**src/rtl/aftab_seq_opt_adder_if.sv**
```systemverilog
// Request/response bundle for the sequential chunked adder.
// The requester drives start and the operands; the adder returns status and result.
interface aftab_seq_opt_adder_if #(
    parameter int SIZE   = 32,
    parameter int BWIDTH = 2
);
    logic              start;
    logic [SIZE-1:0]   a;
    logic [BWIDTH-1:0] b;
    logic              cin;
    logic              ready;
    logic              busy;
    logic              done;
    logic [SIZE-1:0]   sum;
    logic              cout;

    modport master (
        output start, a, b, cin,
        input  ready, busy, done, sum, cout
    );

    modport slave (
        input  start, a, b, cin,
        output ready, busy, done, sum, cout
    );
endinterface

```
**src/rtl/aftab_seq_opt_adder.sv**
```systemverilog
// Multi-cycle a + zext(b) + cin, CHUNK bits per clock, with start/done handshake.
// Stops as soon as the carry dies and no b bits remain; upper bits of a are copied.
module aftab_seq_opt_adder #(
    parameter int SIZE   = 32,
    parameter int CHUNK  = 8,
    parameter int BWIDTH = 2
) (
    input  logic               clk,
    input  logic               rst,
    aftab_seq_opt_adder_if.slave bus
);
    localparam int N  = SIZE / CHUNK;
    localparam int KW = (N > 1) ? $clog2(N) : 1;
    localparam logic [SIZE-1:0] CMASK = SIZE'({CHUNK{1'b1}});

    if ((CHUNK < 1) || (CHUNK > SIZE) || (SIZE % CHUNK != 0)) begin : g_bad_chunk
        $error("aftab_seq_opt_adder: CHUNK must divide SIZE");
    end
    if ((BWIDTH < 1) || (BWIDTH > SIZE)) begin : g_bad_bwidth
        $error("aftab_seq_opt_adder: BWIDTH must be in 1..SIZE");
    end

    typedef enum logic [1:0] {IDLE, CALC, DONE} state_t;

    state_t          state_q, state_d;
    logic [SIZE-1:0] a_q, a_d;
    logic [SIZE-1:0] b_q, b_d;
    logic            c_q, c_d;
    logic [KW-1:0]   k_q, k_d;
    logic [SIZE-1:0] sum_q, sum_d;
    logic            cout_q, cout_d;

    // Datapath for the chunk selected by k_q
    logic [31:0]      base;
    logic [SIZE-1:0]  hi_mask;
    logic [CHUNK-1:0] a_ch, b_ch;
    logic [CHUNK:0]   add;
    logic [SIZE-1:0]  sum_wr;
    logic             last, early;

    always_comb begin
        base    = 32'(k_q) * 32'(CHUNK);
        hi_mask = {SIZE{1'b1}} << (base + 32'(CHUNK));
        a_ch    = CHUNK'(a_q >> base);
        b_ch    = CHUNK'(b_q >> base);
        add     = {1'b0, a_ch} + {1'b0, b_ch} + {{CHUNK{1'b0}}, c_q};
        sum_wr  = (sum_q & ~(CMASK << base)) | (SIZE'(add[CHUNK-1:0]) << base);
        last    = (k_q == KW'(N - 1));
        early   = !add[CHUNK] && ((b_q & hi_mask) == '0);
    end

    always_comb begin
        state_d = state_q;
        a_d     = a_q;
        b_d     = b_q;
        c_d     = c_q;
        k_d     = k_q;
        sum_d   = sum_q;
        cout_d  = cout_q;
        case (state_q)
            IDLE: begin
                if (bus.start) begin
                    a_d     = bus.a;
                    b_d     = SIZE'(bus.b);
                    c_d     = bus.cin;
                    k_d     = '0;
                    state_d = CALC;
                end
            end
            CALC: begin
                sum_d = sum_wr;
                c_d   = add[CHUNK];
                k_d   = k_q + KW'(1);
                if (last) begin
                    cout_d  = add[CHUNK];
                    state_d = DONE;
                end else if (early) begin
                    // Nothing left to propagate: the rest of the result is just a
                    sum_d   = (sum_wr & ~hi_mask) | (a_q & hi_mask);
                    cout_d  = 1'b0;
                    state_d = DONE;
                end
            end
            DONE:    state_d = IDLE;
            default: state_d = IDLE;
        endcase
    end

    always_ff @(posedge clk) begin
        if (!rst) begin
            state_q <= IDLE;
            a_q     <= '0;
            b_q     <= '0;
            c_q     <= 1'b0;
            k_q     <= '0;
            sum_q   <= '0;
            cout_q  <= 1'b0;
        end else begin
            state_q <= state_d;
            a_q     <= a_d;
            b_q     <= b_d;
            c_q     <= c_d;
            k_q     <= k_d;
            sum_q   <= sum_d;
            cout_q  <= cout_d;
        end
    end

    assign bus.ready = (state_q == IDLE);
    assign bus.busy  = (state_q == CALC);
    assign bus.done  = (state_q == DONE);
    assign bus.sum   = sum_q;
    assign bus.cout  = cout_q;
endmodule
```
**src/flat_wrapper.sv**
```systemverilog
// flat-port wrapper written by rule: the top's interface ports become plain ports
module aftab_seq_opt_adder_flat 
#(
    parameter int SIZE   = 32,
    parameter int CHUNK  = 8,
    parameter int BWIDTH = 2
)
  (clk, rst, bus_start, bus_a, bus_b, bus_cin, bus_ready, bus_busy, bus_done, bus_sum, bus_cout);
  aftab_seq_opt_adder_if #(.SIZE(SIZE), .BWIDTH(BWIDTH)) bus_i ();
  input  logic clk;
  input  logic rst;
  input wire logic [$bits(bus_i.start)-1:0] bus_start;
  input wire logic [$bits(bus_i.a)-1:0] bus_a;
  input wire logic [$bits(bus_i.b)-1:0] bus_b;
  input wire logic [$bits(bus_i.cin)-1:0] bus_cin;
  output wire logic [$bits(bus_i.ready)-1:0] bus_ready;
  output wire logic [$bits(bus_i.busy)-1:0] bus_busy;
  output wire logic [$bits(bus_i.done)-1:0] bus_done;
  output wire logic [$bits(bus_i.sum)-1:0] bus_sum;
  output wire logic [$bits(bus_i.cout)-1:0] bus_cout;
  assign bus_i.start = bus_start;
  assign bus_i.a = bus_a;
  assign bus_i.b = bus_b;
  assign bus_i.cin = bus_cin;
  assign bus_ready = bus_i.ready;
  assign bus_busy = bus_i.busy;
  assign bus_done = bus_i.done;
  assign bus_sum = bus_i.sum;
  assign bus_cout = bus_i.cout;
  aftab_seq_opt_adder #(.SIZE(SIZE), .CHUNK(CHUNK), .BWIDTH(BWIDTH)) u_core (.clk(clk), .rst(rst), .bus(bus_i));
endmodule
```
**config.mk**
```make
export PLATFORM = sky130hd
export DESIGN_NAME = aftab_seq_opt_adder_flat
export DESIGN_NICKNAME = d
export VERILOG_FILES = /design/src/rtl/aftab_seq_opt_adder_if.sv /design/src/rtl/aftab_seq_opt_adder.sv /design/src/flat_wrapper.sv
export SDC_FILE = /design/constraint.sdc
export NUM_CORES = 1
export LEC_CHECK = 0
export CAP_MARGIN = 20
export CELL_PAD_IN_SITES_DETAIL_PLACEMENT = 0
export CELL_PAD_IN_SITES_GLOBAL_PLACEMENT = 1
export CORE_MARGIN = 1.5
export CORE_UTILIZATION = 35
export DETAILED_ROUTE_END_ITERATION = 12
export HOLD_SLACK_MARGIN = 0.06
export PLACE_DENSITY = 0.84
export SLEW_MARGIN = 30
export SYNTH_ARGS = -nofsm -noshare
export SYNTH_HDL_FRONTEND = slang
export SYNTH_SLANG_ARGS = --single-unit
```
**constraint.sdc**
```tcl
create_clock -name clk -period 4.15 [get_ports clk]
set_clock_uncertainty 0.05 [all_clocks]
set_input_delay 0.83 -clock clk [delete_from_list [all_inputs] [get_ports clk]]
set_output_delay 0.83 -clock clk [all_outputs]
set_load 0.03 [all_outputs]
```
# Word level (Yosys, flattened, before mapping)
# Cells that the tools add are included.
# classes
bitwise_logic	8
shift	5
n_reduce_logical	10
n_addsub	4
n_eq_ne	5
n_mux	12
# op_table
operator	count
$and A32 B32 Y32	3
$mux W32	2
$not A32 Y32	2
$or A32 B32 Y32	2
$and A2 B32 Y32	1
$logic_not A32 Y1	1
$shl A32 B32 Y32 const A	1
$shl A8 B5 Y32	1
$shl A8 B5 Y32 const A	1
$shr A32 B5 Y8	1
$add A8 B8 Y9	1
$add A9 B1 Y9	1
$mux W2	4
$pmux W2 S2	2
$reduce_and A2 Y1	4
$shr A2 B5 Y8	1
$add A5 B4 Y6 const B	1
$eq A2 B2 Y1 const B	2
$reduce_bool A2 Y1	2
$mux W1	3
$ne A3 B1 Y1 const B	1
$add A2 B1 Y2 const B	1
$eq A2 B1 Y1 const B	1
$logic_not A2 Y1	1
4 further kinds	4
# word_totals
register_bits	72
input_bits	38
output_inout_bits	36
elab_cells	51

# Depth between registers and ports, before layout
# Gate-level depths: netlist (run 1).
# logic_depth
ltp_word	9
mapped_depth	15
depth_no_buf	11

# Least setup slack after synthesis (run 1)
# OpenSTA, ideal clock, no wires.
# synth_timing
path_kind	reg2reg
from	reg u_core.k_q[0]
to	reg u_core.sum_q[7], in the netlist u_core.bus.sum[7]
setup_ns	0.128
synth_period_minus_slack_ns	3.591
slack_ns	0.559
t_arrival_ns	3.412
stages_incl_launch_ff	15
required_time_ns	3.972
path_buffers	4
path_cell_list	dfxtp_1 -> buf_6 -> clkbuf_1 -> mux4_2 -> inv_1 -> fa_1 -> fa_1 -> clkbuf_1 -> or2_2 -> o22a_1 -> o31a_1 -> buf_6 -> and2_4 -> a211oi_1 -> nor4b_2
# synth_between
elab_chain_len	9
word_cells_on_any_way	22
cone_classes	add/sub (3); eq/ne (1); shift (5); mux (2); bitwise (8); reduce/logical (3)
# synth_lines
element	line	rtl
from (decl)	aftab_seq_opt_adder.sv:29	logic [KW-1:0] k_q, k_d;
from (signal assigned)	aftab_seq_opt_adder.sv:103	k_q <= k_d;
$shr A32 B5 Y8 / $shr A2 B5 Y8 (equally long branches)	aftab_seq_opt_adder.sv:44, aftab_seq_opt_adder.sv:45	
$add A8 B8 Y9	aftab_seq_opt_adder.sv:46	add = {1'b0, a_ch} + {1'b0, b_ch} + {{CHUNK{1'b0}}, c_q};
$add A9 B1 Y9	aftab_seq_opt_adder.sv:46	
$shl A8 B5 Y32	aftab_seq_opt_adder.sv:47	sum_wr = (sum_q & ~(CMASK << base)) | (SIZE'(add[CHUNK-1:0]) << base);
$or A32 B32 Y32	aftab_seq_opt_adder.sv:47	
$and A32 B32 Y32	aftab_seq_opt_adder.sv:79	sum_d = (sum_wr & ~hi_mask) | (a_q & hi_mask);
$or A32 B32 Y32	aftab_seq_opt_adder.sv:79	
$mux W32	aftab_seq_opt_adder.sv:77	end else if (early) begin
$mux W32 (*)	aftab_seq_opt_adder.sv:74	if (last) begin
to (signal assigned)	aftab_seq_opt_adder.sv:104	sum_q <= sum_d;
to (decl)	aftab_seq_opt_adder.sv:30	logic [SIZE-1:0] sum_q, sum_d;
# Mark *: on every way between the ends. The rest lies on a longest branch, timed or not.
# A chain may end at the register's enable or synchronous reset.

# Final worst setup path (run 1)
# layout_timing
from	reg u_core.k_q[0]
to	reg u_core.sum_q[2], in the netlist u_core.bus.sum[2]
# Same word-level chain as after synthesis.

==> results.sh, run 1 <==
export IMPL_syn_to_final_growth_pct=26.3
export IMPL_synthesis_area_um2=3860
export IMPL_wirelength_um=12200
export IMPL_dp_hpwl_um=8850
export IMPL_path_max_fanout=9
export IMPL_num_nets_final=575
export IMPL_synthArstFlopShare=0
export IMPL_vdd_drop_max_v=0.000153
export IMPL_cts_path_max_buffers=2
export IMPL_yosysSeqAreaShare=0.373
export IMPL_ios=74
export IMPL_synthFlopType="dfxtp_1"
export IMPL_ant_nets=0
export IMPL_critPathRequiredTime_ns=4.33
export IMPL_first_iter_violations=219
export IMPL_worst_pin_slew_ns=0.745
export IMPL_arrival_ns=3.83
export IMPL_initial_core_util=0.358
export IMPL_die_area_um2=11700
export IMPL_hold_violations=0
export IMPL_synth_most_common_cell="nand2_1"
export IMPL_post_drt_wl_per_cell_um=18.2
export IMPL_cts_resized=0
export IMPL_synthTopCellsByArea="dfxtp_1, nand2_1, a21boi_0, nand3_1, mux4_2"
export IMPL_synth_area_per_cell_um2=8.20
export IMPL_die_h_um=108
export IMPL_p_per_area_nw_per_um2=327
export IMPL_rsz0062_at_grt="no"
export IMPL_setup_viol=0
export IMPL_grt_pass1_vias=3571
export IMPL_cts_tree="yes"
export IMPL_slew_violations=0
export IMPL_p_leak_nw=1.71
export IMPL_status="complete, no violations"
export IMPL_gp_congestion=0.920
export IMPL_firstDrtPassIters=5
export IMPL_dpl_cell_area_um2=4670
export IMPL_cts_buffers=9
export IMPL_drc=0
export IMPL_p_total_mw=1.60
export IMPL_vias_per_cell=5.56
export IMPL_fin_crit_sh=0.882
export IMPL_coreArea_um2=10800
export IMPL_maxCapViolCount=0
export IMPL_path_clk_slew_ns=0.08
export IMPL_die_w_um=108
export IMPL_grt_pass1_wl_um=19000
export IMPL_cts_hold_buf=0
export IMPL_stdcell_area_um2=4880
export IMPL_clk_latency_ns=0.36
export IMPL_htree_levels=3
export IMPL_slew_headroom=0.501
export IMPL_fmax_mhz=273
export IMPL_yosysTopAreaCell="dfxtp_1"
export IMPL_vias=3738
export IMPL_hold_class="reg -> reg"
export IMPL_start_kind="register"
export IMPL_ys_seq_elements=72
export IMPL_antenna_found_initial=0
export IMPL_tns_ns=0
export IMPL_rows=38
export IMPL_synth_edf_count=0
export IMPL_period_needed_ns=3.66
export IMPL_diodes=0
export IMPL_grt_usage=0.216
export IMPL_ys_types=49
export IMPL_post_cts_buffers=0
export IMPL_clock_sinks=72
export IMPL_synthTopCellsByCount="nand2_1, dfxtp_1, nand3_1"
export IMPL_cts_root_buf="clkbuf_8"
export IMPL_grt_max_degree=61
export IMPL_path_class="reg -> reg"
export IMPL_numPortBuffers=73
export IMPL_yosysWarnings=0
export IMPL_synth_cells=471
export IMPL_drive_gt1_frac=0.0846
export IMPL_synth_top_area_frac=0.373
export IMPL_grt_overflow_total=0
export IMPL_synth_fp_nets=519
export IMPL_cp_end_kind="register"
## where the power goes
group	internal, mW	switching (mW)
Clock	0.308	0.277
Combinational	0.107	0.147
Sequential	0.721	0.0367
## routing by layer
| layer | vias up | GRT usage | wire length [um] |
|---|---|---|---|
| met2 | 173 | 0.358 | 5670 |
| met4 | 0 | 0.0836 | 350 |
| li1 | 1785 | - | - |
| met1 | 1754 | 0.275 | 5370 |
| met5 | - | 0 | 0 |
| met3 | 26 | 0.0464 | 831 |
## logic make-up after synthesis
| group | after synthesis | share of synthesized area |
|---|---|---|
| XOR/XNOR | 9 | 0.0204 |
| adder cells (fa/ha/maj) | 10 | 0.0363 |
| flip-flops | 72 | 0.373 |
| multiplexers | 12 | 0.0590 |
| buffers and inverters | 60 | 0.0635 |
| AO/OA/AOI/OAI | 116 | 0.209 |
| AND/OR/NAND/NOR | 192 | 0.238 |
## metrics by stage
step	std cells	setup slack (ns)	hold WS (ns)	util
floorplan	471	0.559	0.399	-
global placement	656	0.713	0.422	0.432
detailed placement	656	0.578	0.423	0.433
CTS	672	0.563	0.434	0.452
global route	672	0.315	0.468	0.452
finish	672	0.492	0.432	0.452
## worst max-delay path: stages, from the launching register on
cell,delay [ns]
dfxtp_1,0.37
inv_1,0.20
ha_1,0.33
nand2_1,0.11
fa_1,0.44
fa_1,0.52
or2_2,0.34
o22a_1,0.21
o31a_1,0.38
and2_4,0.24
a221oi_1,0.22
o31ai_1,0.11
## cell type report
| class | instances | area [um2] |
|---|---|---|
| Tap cell | 140 | 175 |
| Timing Repair Buffer | 81 | 786 |
| Clock inverter | 5 | 55.1 |
| Sequential cell | 72 | 1440 |
| Clock buffer | 11 | 151 |
| Multi-Input combinational cell | 339 | 2180 |
| Inverter | 24 | 90.1 |
| Fill cell | 1065 | 5920 |
## path summary, 6_finish.rpt
path	from	to	slack [ns]	cells after the start
worst max-delay path	u_core.k_q[0]	u_core.bus.sum[2]	0.49	11
worst min-delay path	u_core.a_q[21]	u_core.a_q[21]	0.43	2
worst max register to register	u_core.k_q[0]	u_core.bus.sum[2]	0.49	11
worst min register to register	u_core.a_q[21]	u_core.a_q[21]	0.43	2
## registers in the layout, summed over array words and instances, names as in the netlist
signal	count
u_core.a_q	32
u_core.b_q	2
u_core.bus.cout	1
u_core.bus.sum	32
u_core.c_q	1
u_core.k_q	2
u_core.state_q	2
## cells in the final DEF (no fill, tap or decap), types with 10 or more instances in the layout
cell type / Yosys / final
o22ai_1: 10 / 10
dfxtp_1: 72 / 72
nand4_1: 18 / 18
nor2_1: 15 / 15
clkdlybuf4s50_1: 0 / 72
clkbuf_8: 0 / 11
nand2_1: 81 / 80
o21ai_0: 21 / 21
nand3_1: 52 / 52
a21boi_0: 37 / 37
inv_1: 24 / 24
Power figures use the tool's default switching activity.
==> inputs of run 2 (changes only) <==
--- a/config.mk
+++ b/config.mk
@@ -9,10 +9,10 @@
 export CELL_PAD_IN_SITES_DETAIL_PLACEMENT = 0
 export CELL_PAD_IN_SITES_GLOBAL_PLACEMENT = 1
 export CORE_MARGIN = 1.5
-export CORE_UTILIZATION = 35
+export CORE_UTILIZATION = 30
 export DETAILED_ROUTE_END_ITERATION = 12
 export HOLD_SLACK_MARGIN = 0.06
-export PLACE_DENSITY = 0.84
+export PLACE_DENSITY = 0.75
 export SLEW_MARGIN = 30
 export SYNTH_ARGS = -nofsm -noshare
 export SYNTH_HDL_FRONTEND = slang
==> results.sh, run 2 (same netlist as run 1, synthesis figures left out) <==
export IMPL_cts_path_max_buffers=2
export IMPL_rows=41
export IMPL_worst_hold_path_endpoint="u_core.bus.sum[31]"
export IMPL_multi_input_area_um2=2170
export IMPL_internal_power_mw=1.29
export IMPL_pre_cts_ws_ns=0.565
export IMPL_grt_usage=0.190
export IMPL_grt_overflow_total=0
export IMPL_r2r_end="u_core.bus.sum[2]"
export IMPL_grt_pass1_wl_um=19200
export IMPL_layout_common_cells="nand2_1, clkdlybuf4s50_1, dfxtp_1"
export IMPL_cp_end_kind="register"
export IMPL_vias_per_cell=5.18
export IMPL_die_w_um=116
export IMPL_maxCapViolCount=0
export IMPL_hold_depth=2
export IMPL_vias=3655
export IMPL_numPortBuffers=73
export IMPL_path_max_fanout=9
export IMPL_hold_class="reg -> reg"
export IMPL_firstDrtPassIters=5
export IMPL_setup_viol=0
export IMPL_clock_sinks=72
export IMPL_p_comb_frac=0.144
export IMPL_drive_gt1_frac=0.0824
export IMPL_r2r_start="u_core.k_q[0]"
export IMPL_initial_core_util=0.307
export IMPL_cts_buffers=9
export IMPL_first_iter_violations=240
export IMPL_worstHoldStart="u_core.bus.sum[31]"
export IMPL_slew_violations=0
export IMPL_period_needed_ns=3.62
export IMPL_worst_pin_slew_ns=0.730
export IMPL_r2r_cells=11
export IMPL_path_class="reg -> reg"
export IMPL_grt_pass1_vias=3394
export IMPL_power_frac_seq=0.428
export IMPL_dp_hpwl_um=9220
export IMPL_grt_max_degree=39
export IMPL_start_kind="register"
export IMPL_switching_share=0.270
export IMPL_diodes=0
export IMPL_arrival_ns=3.78
export IMPL_syn_to_final_growth_pct=29.8
export IMPL_post_drt_wl_per_cell_um=17.7
export IMPL_cts_root_buf="clkbuf_16"
export IMPL_fin_crit_sh=0.873
export IMPL_fmax_mhz=276
export IMPL_num_nets_final=577
export IMPL_critPathRequiredTime_ns=4.30
export IMPL_cts_resized=0
export IMPL_ant_nets=0
export IMPL_htree_levels=3
export IMPL_vdd_drop_max_v=0.000267
export IMPL_holdWs_ns=0.436
export IMPL_p_per_area_nw_per_um2=354
export IMPL_gp_congestion=0.933
export IMPL_power_switching_mw=0.480
export IMPL_setup_ws_ns=0.528
export IMPL_die_area_um2=13600
export IMPL_die_h_um=116
export IMPL_hold_violations=0
export IMPL_final_common_cell="nand2_1"
export IMPL_post_cts_buffers=0
export IMPL_antenna_found_initial=0
export IMPL_status="complete, no violations"
export IMPL_path_clk_slew_ns=0.06
export IMPL_cts_hold_buf=0
export IMPL_clkPwrFrac=0.428
export IMPL_coreArea_um2=12600
export IMPL_rrSetupSlack_ns=0.53
export IMPL_ff_latch_area_um2=1440
export IMPL_rsz0062_at_grt="no"
export IMPL_cts_tree="yes"
export IMPL_n_fill_cell=1313
export IMPL_tns_ns=0
export IMPL_p_leak_nw=1.76
export IMPL_drc=0
export IMPL_ios=74
export IMPL_wirelength_um=12500
export IMPL_clk_latency_ns=0.33
export IMPL_slew_headroom=0.511
==> run 2: changes by cell type in the layout (fill, tap and decap cells not counted) <==
cell / before / now
clkbuf_8: 11 / 0
clkinv_4: 0 / 2
nand2_1: 80 / 81
buf_4: 8 / 10
clkbuf_16: 0 / 9
nand2_2: 3 / 2
clkbuf_1: 0 / 2
clkinvlp_4: 2 / 0
==> run 2: final cells by class <==
type / instances / share of cell area
clock buffer: 11 / 0.0464
clock inverter: 5 / 0.0115
inverter: 24 / 0.0180
multi-input combinational: 339 / 0.434
sequential: 72 / 0.288
tap: 172 / 0.0429
timing repair buffer: 83 / 0.160
==> run 2: worst max-delay path by stage <==
| stage | slack (ns) | cells past startpoint | endpoint | from |
|---|---|---|---|---|
| finish | 0.53 | 11 | u_core.bus.sum[2] | u_core.k_q[0] |
| global route | 0.29 | 11 | u_core.bus.sum[5] | u_core.k_q[0] |
| CTS | 0.55 | 11 | u_core.bus.sum[2] | u_core.k_q[0] |
| detailed placement | 0.56 | 11 | u_core.bus.sum[2] | u_core.k_q[0] |
| global placement | 0.68 | 11 | u_core.bus.sum[2] | u_core.k_q[0] |
| floorplan | 0.56 | 14 | u_core.bus.sum[7] | u_core.k_q[0] |
==> run 2: per-layer routing <==
metal  vias to the layer above  wire (um)  track usage
li1                       1793          -            -
met1                      1703       5710        0.252
met2                       130       5740        0.304
met3                        29        685       0.0332
met4                         0        375       0.0821
met5                         -          0            0
==> run 2: power groups by stage <==
stage | Combinational (mW) | Sequential [mW] | Clock (mW)
finish | 0.256 | 0.759 | 0.759
global route | 0.278 | 0.761 | 0.801
CTS | 0.256 | 0.759 | 0.773
detailed placement | 0.255 | 0.774 | 0
global placement | 0.253 | 0.774 | 0
floorplan | 0.143 | 0.768 | 0
==> run 2: stage by stage <==
step                instance area, um2  power, mW  instances  utilization
global placement                  4720       1.03        690        0.376
finish                            5010       1.77        706        0.399
global route                      5010       1.84        706        0.399
CTS                               5010       1.79        706        0.399
detailed placement                4720       1.03        690        0.376
floorplan                         3860      0.912        471            -
==> run 2: worst max-delay path, stage by stage (launching register included) <==
cell and delay [ns]:
dfxtp_1 0.36, inv_1 0.21, ha_1 0.32, nand2_1 0.11, fa_1 0.44, fa_1 0.52
or2_2 0.33, o22a_1 0.21, o31a_1 0.39, and2_4 0.24, a221oi_1 0.21, o31ai_1 0.09
